<file path="src/rtl/move_judge.sv">
// move_judge: cursor ownership, candidate-board construction and sequential
// win/draw judgement for the tic-tac-toe update stage.
//
// Board encoding: cell i at bits [2i+1:2i]; 00 empty, 01 A, 10 B.
// Game states: 00 PLAY, 01 A wins, 10 B wins, 11 DRAW.
//
// Ports:
//   clk, reset_n        clock, asynchronous active-low reset
//   left_btn, right_btn cursor buttons (synchronous levels, rising edge acts)
//   curr_move           committed board from the update stage
//   curr_turn           player to move (01 A, 10 B)
//   curr_state          committed game state
//   cursor              selected cell, 0..8
//   next_move           judged candidate board
//   next_state          judged state of the candidate board
//   valid_move          candidate is legal and judgement complete
//   busy                scan in progress
//   win_line, win_hit   first winning line index / hit flag (WIN_LINE_EN only)
//
// Optional feature macro: WIN_LINE_EN adds the win_line/win_hit outputs.
module move_judge #(
  parameter int unsigned CELLS        = 9,
  parameter int unsigned RESET_CURSOR = 4
) (
  input  logic        clk,
  input  logic        reset_n,
  input  logic        left_btn,
  input  logic        right_btn,
  input  logic [17:0] curr_move,
  input  logic [1:0]  curr_turn,
  input  logic [1:0]  curr_state,
  output logic [3:0]  cursor,
  output logic [17:0] next_move,
  output logic [1:0]  next_state,
  output logic        valid_move,
  output logic        busy
`ifdef WIN_LINE_EN
  ,
  output logic [2:0]  win_line,
  output logic        win_hit
`endif
);

  localparam logic [3:0] LastCell    = 4'(CELLS - 1);
  localparam logic [3:0] ResetCursor = 4'(RESET_CURSOR);
  localparam logic [1:0] GsPlay      = 2'b00;
  localparam logic [1:0] GsDraw      = 2'b11;

  typedef enum logic [1:0] {StIdle, StScan, StFinal} state_e;

  // Cell indices of each win line, packed {c2, c1, c0}, in scan order.
  function automatic logic [11:0] line_cells(input logic [2:0] idx);
    logic [11:0] r;
    unique case (idx)
      3'd0:    r = {4'd2, 4'd1, 4'd0};
      3'd1:    r = {4'd5, 4'd4, 4'd3};
      3'd2:    r = {4'd8, 4'd7, 4'd6};
      3'd3:    r = {4'd6, 4'd3, 4'd0};
      3'd4:    r = {4'd7, 4'd4, 4'd1};
      3'd5:    r = {4'd8, 4'd5, 4'd2};
      3'd6:    r = {4'd8, 4'd4, 4'd0};
      default: r = {4'd6, 4'd4, 4'd2};
    endcase
    return r;
  endfunction

  function automatic logic [1:0] cell_of(input logic [17:0] b, input logic [3:0] i);
    logic [1:0] c;
    c = 2'b00;
    for (int k = 0; k < int'(CELLS); k++) begin
      if (i == 4'(k)) c = b[2*k +: 2];
    end
    return c;
  endfunction

  state_e      state_q, state_d;
  logic [3:0]  cursor_q, cursor_d;
  logic        left_q, right_q;
  logic [3:0]  cursor_prev_q;
  logic [17:0] move_prev_q;
  logic [1:0]  turn_prev_q;
  logic        pending_q, pending_d;
  logic [2:0]  line_q, line_d;
  logic [17:0] cand_q, cand_d;
  logic        legal_q, legal_d;
  logic [1:0]  winner_q, winner_d;
  logic        busy_q, busy_d;
  logic [17:0] next_move_q, next_move_d;
  logic [1:0]  next_state_q, next_state_d;
  logic        valid_q, valid_d;
`ifdef WIN_LINE_EN
  logic [2:0]  win_idx_q, win_idx_d;
  logic [2:0]  win_line_q, win_line_d;
  logic        win_hit_q, win_hit_d;
`endif

  logic        r_edge, l_edge, diff, latch, turn_ok, legal, full;
  logic [1:0]  cur_cell, c0, c1, c2;
  logic [17:0] cand;
  logic [11:0] lc;

  assign r_edge  = right_btn & ~right_q;
  assign l_edge  = left_btn & ~left_q;
  assign diff    = (cursor_q != cursor_prev_q) || (curr_move != move_prev_q) ||
                   (curr_turn != turn_prev_q);
  // A pending change (re)starts the scan from any state; this is also the abort path.
  assign latch   = pending_q;
  assign turn_ok = (curr_turn == 2'b01) || (curr_turn == 2'b10);

  // Cursor movement; simultaneous edges cancel.
  always_comb begin
    cursor_d = cursor_q;
    if (r_edge && !l_edge) begin
      cursor_d = (cursor_q == LastCell) ? 4'd0 : cursor_q + 4'd1;
    end else if (l_edge && !r_edge) begin
      cursor_d = (cursor_q == 4'd0) ? LastCell : cursor_q - 4'd1;
    end
  end

  // Candidate board from the live inputs.
  always_comb begin
    cur_cell = cell_of(curr_move, cursor_q);
    legal    = (cur_cell == 2'b00) && turn_ok;
    cand     = curr_move;
    if (legal) begin
      for (int k = 0; k < int'(CELLS); k++) begin
        if (cursor_q == 4'(k)) cand[2*k +: 2] = curr_turn;
      end
    end
  end

  // Line currently under test and board-full flag of the latched candidate.
  always_comb begin
    lc = line_cells(line_q);
    c0 = cell_of(cand_q, lc[3:0]);
    c1 = cell_of(cand_q, lc[7:4]);
    c2 = cell_of(cand_q, lc[11:8]);
    full = 1'b1;
    for (int k = 0; k < int'(CELLS); k++) begin
      if (cand_q[2*k +: 2] == 2'b00) full = 1'b0;
    end
  end

  // Next-state logic.
  always_comb begin
    state_d = state_q;
    unique case (state_q)
      StIdle:  if (latch) state_d = StScan;
      StScan:  if (latch) state_d = StScan;
               else if (line_q == 3'd7) state_d = StFinal;
      StFinal: state_d = latch ? StScan : StIdle;
      default: state_d = StIdle;
    endcase
  end

  // Datapath and output next values.
  always_comb begin
    // The change captured by a latch is the one it absorbs, so latch clears pending.
    pending_d    = latch ? 1'b0 : (pending_q | diff);
    line_d       = line_q;
    cand_d       = cand_q;
    legal_d      = legal_q;
    winner_d     = winner_q;
    busy_d       = busy_q;
    next_move_d  = next_move_q;
    next_state_d = next_state_q;
    valid_d      = valid_q;
`ifdef WIN_LINE_EN
    win_idx_d    = win_idx_q;
    win_line_d   = win_line_q;
    win_hit_d    = win_hit_q;
`endif
    if (latch) begin
      cand_d   = cand;
      legal_d  = legal;
      line_d   = 3'd0;
      winner_d = 2'b00;
      busy_d   = 1'b1;
      valid_d  = 1'b0;
`ifdef WIN_LINE_EN
      win_idx_d = 3'd0;
`endif
    end else begin
      unique case (state_q)
        StScan: begin
          // First winning line sticks; later lines are ignored.
          if ((winner_q == 2'b00) && (c0 == c1) && (c1 == c2) &&
              ((c0 == 2'b01) || (c0 == 2'b10))) begin
            winner_d = c0;
`ifdef WIN_LINE_EN
            win_idx_d = line_q;
`endif
          end
          line_d = line_q + 3'd1;
        end
        StFinal: begin
          next_move_d = cand_q;
          if (winner_q != 2'b00) next_state_d = winner_q;
          else if (full)         next_state_d = GsDraw;
          else                   next_state_d = GsPlay;
          valid_d = legal_q && (curr_state == GsPlay);
          busy_d  = 1'b0;
`ifdef WIN_LINE_EN
          win_hit_d  = (winner_q != 2'b00);
          win_line_d = (winner_q != 2'b00) ? win_idx_q : 3'd0;
`endif
        end
        default: ;
      endcase
      // Inputs moved away from what was judged: withhold OK until rejudged.
      if (pending_d) valid_d = 1'b0;
    end
  end

  always_ff @(posedge clk or negedge reset_n) begin
    if (!reset_n) begin
      state_q <= StIdle;
    end else begin
      state_q <= state_d;
    end
  end

  always_ff @(posedge clk or negedge reset_n) begin
    if (!reset_n) begin
      cursor_q      <= ResetCursor;
      left_q        <= 1'b0;
      right_q       <= 1'b0;
      cursor_prev_q <= ResetCursor;
      move_prev_q   <= '0;
      turn_prev_q   <= 2'b00;
      pending_q     <= 1'b1;
      line_q        <= 3'd0;
      cand_q        <= '0;
      legal_q       <= 1'b0;
      winner_q      <= 2'b00;
      busy_q        <= 1'b0;
      next_move_q   <= '0;
      next_state_q  <= GsPlay;
      valid_q       <= 1'b0;
`ifdef WIN_LINE_EN
      win_idx_q     <= 3'd0;
      win_line_q    <= 3'd0;
      win_hit_q     <= 1'b0;
`endif
    end else begin
      cursor_q      <= cursor_d;
      left_q        <= left_btn;
      right_q       <= right_btn;
      cursor_prev_q <= cursor_q;
      move_prev_q   <= curr_move;
      turn_prev_q   <= curr_turn;
      pending_q     <= pending_d;
      line_q        <= line_d;
      cand_q        <= cand_d;
      legal_q       <= legal_d;
      winner_q      <= winner_d;
      busy_q        <= busy_d;
      next_move_q   <= next_move_d;
      next_state_q  <= next_state_d;
      valid_q       <= valid_d;
`ifdef WIN_LINE_EN
      win_idx_q     <= win_idx_d;
      win_line_q    <= win_line_d;
      win_hit_q     <= win_hit_d;
`endif
    end
  end

  assign cursor     = cursor_q;
  assign next_move  = next_move_q;
  assign next_state = next_state_q;
  assign valid_move = valid_q;
  assign busy       = busy_q;
`ifdef WIN_LINE_EN
  assign win_line   = win_line_q;
  assign win_hit    = win_hit_q;
`endif

endmodule

</file>
<file path="config.mk">
export PLATFORM = sky130hd
export DESIGN_NAME = move_judge
export DESIGN_NICKNAME = d
export VERILOG_FILES = /design/src/rtl/move_judge.sv
export SDC_FILE = /design/constraint.sdc
export NUM_CORES = 1
export LEC_CHECK = 0
export BUFFER_PORTS_ARGS = -buffer_cell sky130_fd_sc_hd__buf_2
export CAP_MARGIN = 20
export CORE_ASPECT_RATIO = 0.5
export CORE_UTILIZATION = 58
export DETAILED_ROUTE_END_ITERATION = 12
export PLACE_DENSITY = 0.76
export SKIP_LAST_GASP = 1
export SLEW_MARGIN = 10
export SYNTH_ARGS = -nofsm -noshare
export SYNTH_HDL_FRONTEND = slang
export SYNTH_SLANG_ARGS = --single-unit
</file>
<file path="constraint.sdc">
create_clock -name clk -period 3.1 [get_ports clk]
set_input_delay 0 -clock clk [delete_from_list [all_inputs] [get_ports clk]]
set_output_delay 0 -clock clk [all_outputs]
set_load 0.01 [all_outputs]
</file>
==> impl_metrics.toml, run 1 <==
[status]
status = "complete, no violations"

[clocking]
cts_setup_buffers = 0
cts_tree = "done"
cts_max_level = 3
cts-root-buf = "clkbuf_16"
clockBufferDepth = 2
clock_latency_ns = 0.33
cts_made_buffers = 9
path_clk_slew_ns = 0.06
clock_sink_count = 79

[sta]
relSlewSlack_pct = 35.5
fin_crit_ns = 2.77
drv_slew = 0
worst_pin_slew_ns = 0.967
rsz0062_at_grt = "false"
finalHoldViolCount = 0
setup_viol_count_final = 0
clock_skew_ns = 0.00727
min_period_over_period_pct = 89.5
hold-worst-slack_ns = 0.0232
finalSetupTns_ns = 0
clock.fmax_ghz = 0.360

[floorplanning]
coreArea_um2 = 6940
dieHeight_um = 63.0
start_util_pct = 62.2
rows = 21
ios = 52
die_area_um2 = 7810
die_w_um = 124

[worst_setup_path]
cp_slowest_cell = "a211oi_1"
ff2ff_path_depth = 9
critPathTopFamily = "compound AO/OA/AOI/OAI gates"
reg2reg_from = "line_q[0]"
critPathCaptureType = "flop"
crit_path_start_kind = "flop"
max_stage_delay_ns = 0.65
critPathKind = "flop to flop"
path_cells = "inv_1 > ha_1 > nand3b_1 > a211oi_1 > nand2_1 > o211ai_1 > o21ai_0 > a41oi_1 > o32ai_1"
path_buf_inv = 1
critical_path_arrival_ns = 2.97
r2r_slack_ns = 0.33
timing.rr.end = "winner_q[1]"
critPathLaunch = "line_q[0]"
required_ns = 3.29
cp_max_fo = 19

[drt]
routed_wl_um = 10900
ant_nets = 0
drt_pass1_iterations = 5
post_drt_via_cell_ratio = 6.32
avgRoutedWirePerCell_um = 18.9
first_iter_violations = 362
route.detailed.drc = 0
vias = 3667

[placement]
place_area_um2 = 4600
gp_congestion = 0.921
hpwl_um = 7630
port_buffers = 51

[synthesis]
netlist_area_um2 = 4320
synth-edff-count = 0
synth.avg_cell_area_um2 = 10.4
ys_warn_count = 0
ys_seq_area_share_pct = 45.9
ys_ff_latch = 79
ys_types = 58
syn-num-nets = 455
syn_inst = 416
synthArstFlopShare_pct = 100
yosys_most_used_dff = "dfrtp_1"

[grt]
antenna_found_initial = 0
grt_overflow_total = 0
grt_pass1_vias = 3429
grt_max_degree = 80
grt_pass1_wl_um = 18000
grt_use_total_pct = 30.5

[pwr]
clockPowerShare_pct = 34.5
leakage_uw = 0.00234
comb_power_share_pct = 24.4
p_int_uw = 2130
seqPwrFrac_pct = 41.1
irDropWorstVdd_mv = 0.537
p_switching_uw = 997
switching_share_pct = 31.9
power_density_nw_per_um2 = 608

[worst_hold_path]
hold_depth = 4
min_path_type = "primary input to flop"
worstHoldEndpoint = "valid_move"
hold_start = "curr_state[0]"

[finish]
layout-drive-gt1-share_pct = 21.5
areaGrowthSynthToFinish_pct = 19.0
final_cell_mix = "dfrtp_1, buf_2, nor2_1"
antenna_cells = 0
final_area_um2 = 5140
layout.nets = 522
final_common_cell = "dfrtp_1"

[job]
maxCapViolations = 0
==> cells in the mapped netlist, types with 7 or more instances <==
cell | count | share of area, %
nor2_1 | 30 | 2.6
dfrtp_1 | 76 | 44
clkbuf_1 | 13 | 1.1
ha_1 | 13 | 3.8
inv_1 | 13 | 1.1
nor3_1 | 11 | 1.3
a221o_1 | 11 | 2.6
nand2_1 | 16 | 1.4
xnor2_1 | 9 | 1.8
nor4_1 | 9 | 1.3
a21oi_1 | 24 | 2.8
nand2b_1 | 9 | 1.3
a31oi_1 | 7 | 1.0
nor2b_1 | 14 | 2.0
mux2_2 | 22 | 5.7
xor2_1 | 16 | 3.2
o21ai_0 | 13 | 1.5
==> kinds of logic after synthesis <==
group | count (synthesis) | share of synthesized area [%]
muxes | 28 | 7.13
DFF | 79 | 45.9
and+or+nand+nor | 121 | 15.0
AOI/OAI and AO/OA | 112 | 18.8
buffers and inverters | 38 | 4.29
xor gates and xnor gates | 25 | 5.07
adders and majority gates | 13 | 3.77
==> power groups by stage <==
stage / clock network [uW] / registers, uW / logic [uW]
final: 1080 / 1280 / 762
after floorplan: 0 / 1250 / 545
after global placement: 0 / 1290 / 711
after global routing: 1140 / 1300 / 832
after CTS: 1100 / 1280 / 753
after detailed placement: 0 / 1300 / 727
==> layout make-up <==
cell class / count / area (um2)
Sequential cell: 79 / 1980
Tap cell: 92 / 115
Clock inverter: 5 / 56.3
Inverter: 15 / 56.3
Multi-Input combinational cell: 299 / 2150
Timing Repair Buffer: 79 / 526
Clock buffer: 11 / 253
Fill cell: 481 / 1800
==> worst max path at each step <==
stage	to	slack, ns	cells after the start
floorplan	cand_q[0]	0.61	11
global placement	cand_q[1]	0.51	9
detailed placement	cand_q[1]	0.37	9
CTS	cand_q[1]	0.36	9
global route	winner_q[1]	0.08	9
finish	winner_q[1]	0.33	9
==> repair_timing <==
item                                    CTS  global route
gates resized for setup                   0             0
endpoints found under the setup margin    0             0
hold buffers                             23             0
hold endpoints to repair                108             0
==> stage by stage <==
| step | power (uW) | setup slack [ns] | cells | util (%) |
|---|---|---|---|---|
| global route | 3270 | 0.0846 | 580 | 74.0 |
| detailed placement | 2030 | 0.366 | 541 | 66.3 |
| floorplan | 1800 | 0.607 | 416 | - |
| global placement | 2000 | 0.507 | 541 | 66.3 |
| CTS | 3130 | 0.357 | 580 | 74.0 |
| finish | 3120 | 0.325 | 580 | 74.0 |
==> layer usage <==
metal | global-route usage (%) | routed length (um) | vias up
met1 | 43.1 | 4840 | 1803
met5 | 0 | 0 | -
li1 | - | - | 1676
met2 | 46.7 | 5110 | 168
met3 | 8.12 | 856 | 20
met4 | 7.59 | 146 | 0
==> state kept, by name, indices dropped and copies added, names as in the netlist, 2 cells and up <==
name and cells:
cursor 4, cand_q 18, move_prev_q 18, turn_prev_q 2
line_q 3, cursor_prev_q 4, winner_q 2, next_move 18
next_state 2, state_q 2
==> worst register-to-register path: stages (launching register included) <==
cell      delay (ns)
dfrtp_1         0.45
inv_1           0.11
ha_1            0.54
nand3b_1        0.17
a211oi_1        0.65
nand2_1         0.13
o211ai_1        0.12
o21ai_0         0.10
a41oi_1         0.24
o32ai_1         0.13
(Power assumes the default switching activity.)
==> run 2: changes to the inputs <==
Settings changed: ABC_AREA set to 1, CORE_ASPECT_RATIO 0.5 to not set, CORE_UTILIZATION 58 to 59.
==> run 2 against run 1 <==
Critical path depth rose by 9. Clock power fell by 29%. Combinational power rose by 76%. Largest power group unchanged. First-iteration DRC count fell by 32%. Utilization fell by 0.68 points. Register-to-register slack improved by 0.19 ns.
==> impl_metrics.toml, run 2 <==
[grt]
grt_use_total_pct = 29.5
grt_max_degree = 80
grt_pass1_vias = 4120
antenna_found_initial = 0
grt_pass1_wl_um = 19300
grt_overflow_total = 0

[floorplanning]
die_w_um = 90.3
coreArea_um2 = 7410
die_area_um2 = 8150
ios = 52
rows = 31
dieHeight_um = 90.3
start_util_pct = 62.1

[synthesis]
ys_warn_count = 0
synthArstFlopShare_pct = 100
synth-simple-area-share_pct = 32.4
ys_top_cells_by_count = "nand2_1, dfrtp_1, inv_1, nor2_1, nand3_1"
yosys_most_used_dff = "dfrtp_1"
synth.top_cell.area_share_pct = 41.4
yosysMostFrequentCell = "nand2_1"
synth_area_leader_cell = "dfrtp_1"
synthMuxAreaShare_pct = 0
synthTopCellsByArea = "dfrtp_1, nand2_1, inv_1, nand3_1, o21ai_0"
synth_top_family_by_area = "simple AND/OR/NAND/NOR gates"
synth-compound-area-share_pct = 11.0
synth-edff-count = 0
yosys.area_share.adder_pct = 3.54
ys_types = 38
ys_seq_area_share_pct = 43.1
netlist_area_um2 = 4600
ys_ff_latch = 79
syn_inst = 630
syn-num-nets = 669
yosys.area_share.xor_xnor_pct = 3.43
synth.avg_cell_area_um2 = 7.30

[clocking]
cts-root-buf = "clkbuf_8"
path_clk_slew_ns = 0.08
clockBufferDepth = 2
cts_max_level = 3
cts_tree = "done"
cts_made_buffers = 9
cts_resized = 0
clock_sink_count = 79
cts_setup_buffers = 0
clock_latency_ns = 0.34

[sta]
drv_slew = 0
setup_viol_count_final = 0
clock.fmax_ghz = 0.387
finalHoldViolCount = 0
worst_pin_slew_ns = 0.570
min_period_over_period_pct = 83.3
rsz0062_at_grt = "false"
clock_skew_ns = 0.0100
finalSetupTns_ns = 0
relSlewSlack_pct = 61.9
fin_crit_ns = 2.58
setup_ws_ns = 0.519

[placement]
place_ws_ns = 0.537
port_buffers = 51
place_area_um2 = 4960
gp_congestion = 0.932
hpwl_um = 8230

[worst_setup_path]
critical_path_arrival_ns = 2.82
critPathMostFrequentCell = "nand2_1"
path_cells = "inv_1 > ha_1 > inv_1 > or3_1 > nand2_1 > nand2_1 > nand3_1 > nand2_1 > nand2_1 > nand2_1 > nand2_1 > nand2_1 > nand2_4 > nand2_4 > nand2_1 > nand2_1 > nand2_1 > nand2_1"
critPathKind = "flop to flop"
cp_max_fo = 19
required_ns = 3.34
cp_slowest_cell = "dfrtp_1"
crit_path_start_kind = "flop"
max_stage_delay_ns = 0.44
critPathCaptureType = "flop"

[finish]
final_area_um2 = 5440
multiInputGateArea_um2 = 2310
final_common_cell = "nand2_1"
area.sequential_um2 = 1980
fillers = 602
final_cell_mix = "nand2_1, dfrtp_1, inv_1"
layout-drive-gt1-share_pct = 14.6
utilization_pct = 73.4
areaGrowthSynthToFinish_pct = 18.2
antenna_cells = 0
layout.nets = 751

[status]
status = "complete, no violations"

[job]
maxCapViolations = 0

[drt]
vias = 4418
first_iter_violations = 246
post_drt_via_cell_ratio = 5.41
route.detailed.drc = 0
ant_nets = 0
avgRoutedWirePerCell_um = 13.9
routed_wl_um = 11300
drt_pass1_iterations = 5

[worst_hold_path]
min_path_type = "primary input to asynchronous set/reset pin"

[pwr]
power_density_nw_per_um2 = 663
irDropWorstVdd_mv = 0.532
leakage_uw = 0.00284
fin_total_pwr_uw = 3600
==> run 2: changes by cell type after synthesis, sizes merged, moves of 11 or more <==
| cell | delta |
|---|---|
| a221o | -11 |
| inv | +51 |
| mux2 | -22 |
| nand2 | +220 |
| nand3 | +37 |
| nor2 | +16 |
| nor2b | -15 |
| o21ai | +27 |
| xor2 | -11 |
==> run 2: kinds of logic (layout without fill, tap and decap cells) <==
kind of cell,count (synthesis),after routing
and+or+nand+nor,352,352
AOI/OAI and AO/OA,90,90
DFF,79,79
buffers and inverters,78,165
xor gates and xnor gates,18,18
adders and majority gates,13,13
==> run 2: timing repair <==
action	in CTS	in global routing
setup endpoints to repair	0	0
hold endpoints to repair	99	0
hold buffers	25	0
==> run 2: worst max-delay path, delay by kind of cell (launching register included) <==
kind / cells / cell delay, ns
adder cells (fa/ha/maj): 1 / 0.26
buffers and inverters: 2 / 0.32
flip-flops: 1 / 0.44
AND/OR/NAND/NOR: 15 / 1.48
==> run 2: path summary, 6_finish.rpt <==
kind                            slack [ns]  cells after the start       from                to
max in group asynchronous             2.42                      3    reset_n         cursor[2]
worst max register to register        0.52                     18  cursor[0]        cand_q[16]
worst min-delay path                  0.07                      2    reset_n         line_q[2]
worst max-delay path                  0.52                     18  cursor[0]        cand_q[16]
worst min register to register        0.41                      0  cursor[2]  cursor_prev_q[2]
min in group clk                      0.32                      2  right_btn           right_q
==> run 2: power by group <==
part | switching, uW | internal (uW)
combinational | 874 | 468
clock | 374 | 393
sequential | 258 | 1230
==> run 2: cell type report <==
| cell class | instances | share of cell area [%] |
|---|---|---|
| repair buffers | 82 | 10.5 |
| flip-flops and latches | 79 | 36.4 |
| multi-input cells | 473 | 42.6 |
| clock inverters | 4 | 0.875 |
| well taps | 99 | 2.28 |
| clock buffers | 12 | 2.67 |
| inverters | 67 | 4.63 |
==> run 2: layer usage <==
metal,vias up,global-route usage [%],share of wire (%)
li1,2195,-,-
met3,51,4.21,4.4
met1,2012,36.4,43
met5,-,0,0
met2,160,49.5,47
met4,0,17.3,5.6
==> run 2: stage by stage <==
stage | std cells | hold WS, ns
finish | 816 | 0.0667
global route | 816 | 0.0831
CTS | 815 | 0.295
detailed placement | 774 | 0.122
global placement | 774 | 0.122
floorplan | 630 | -0.296
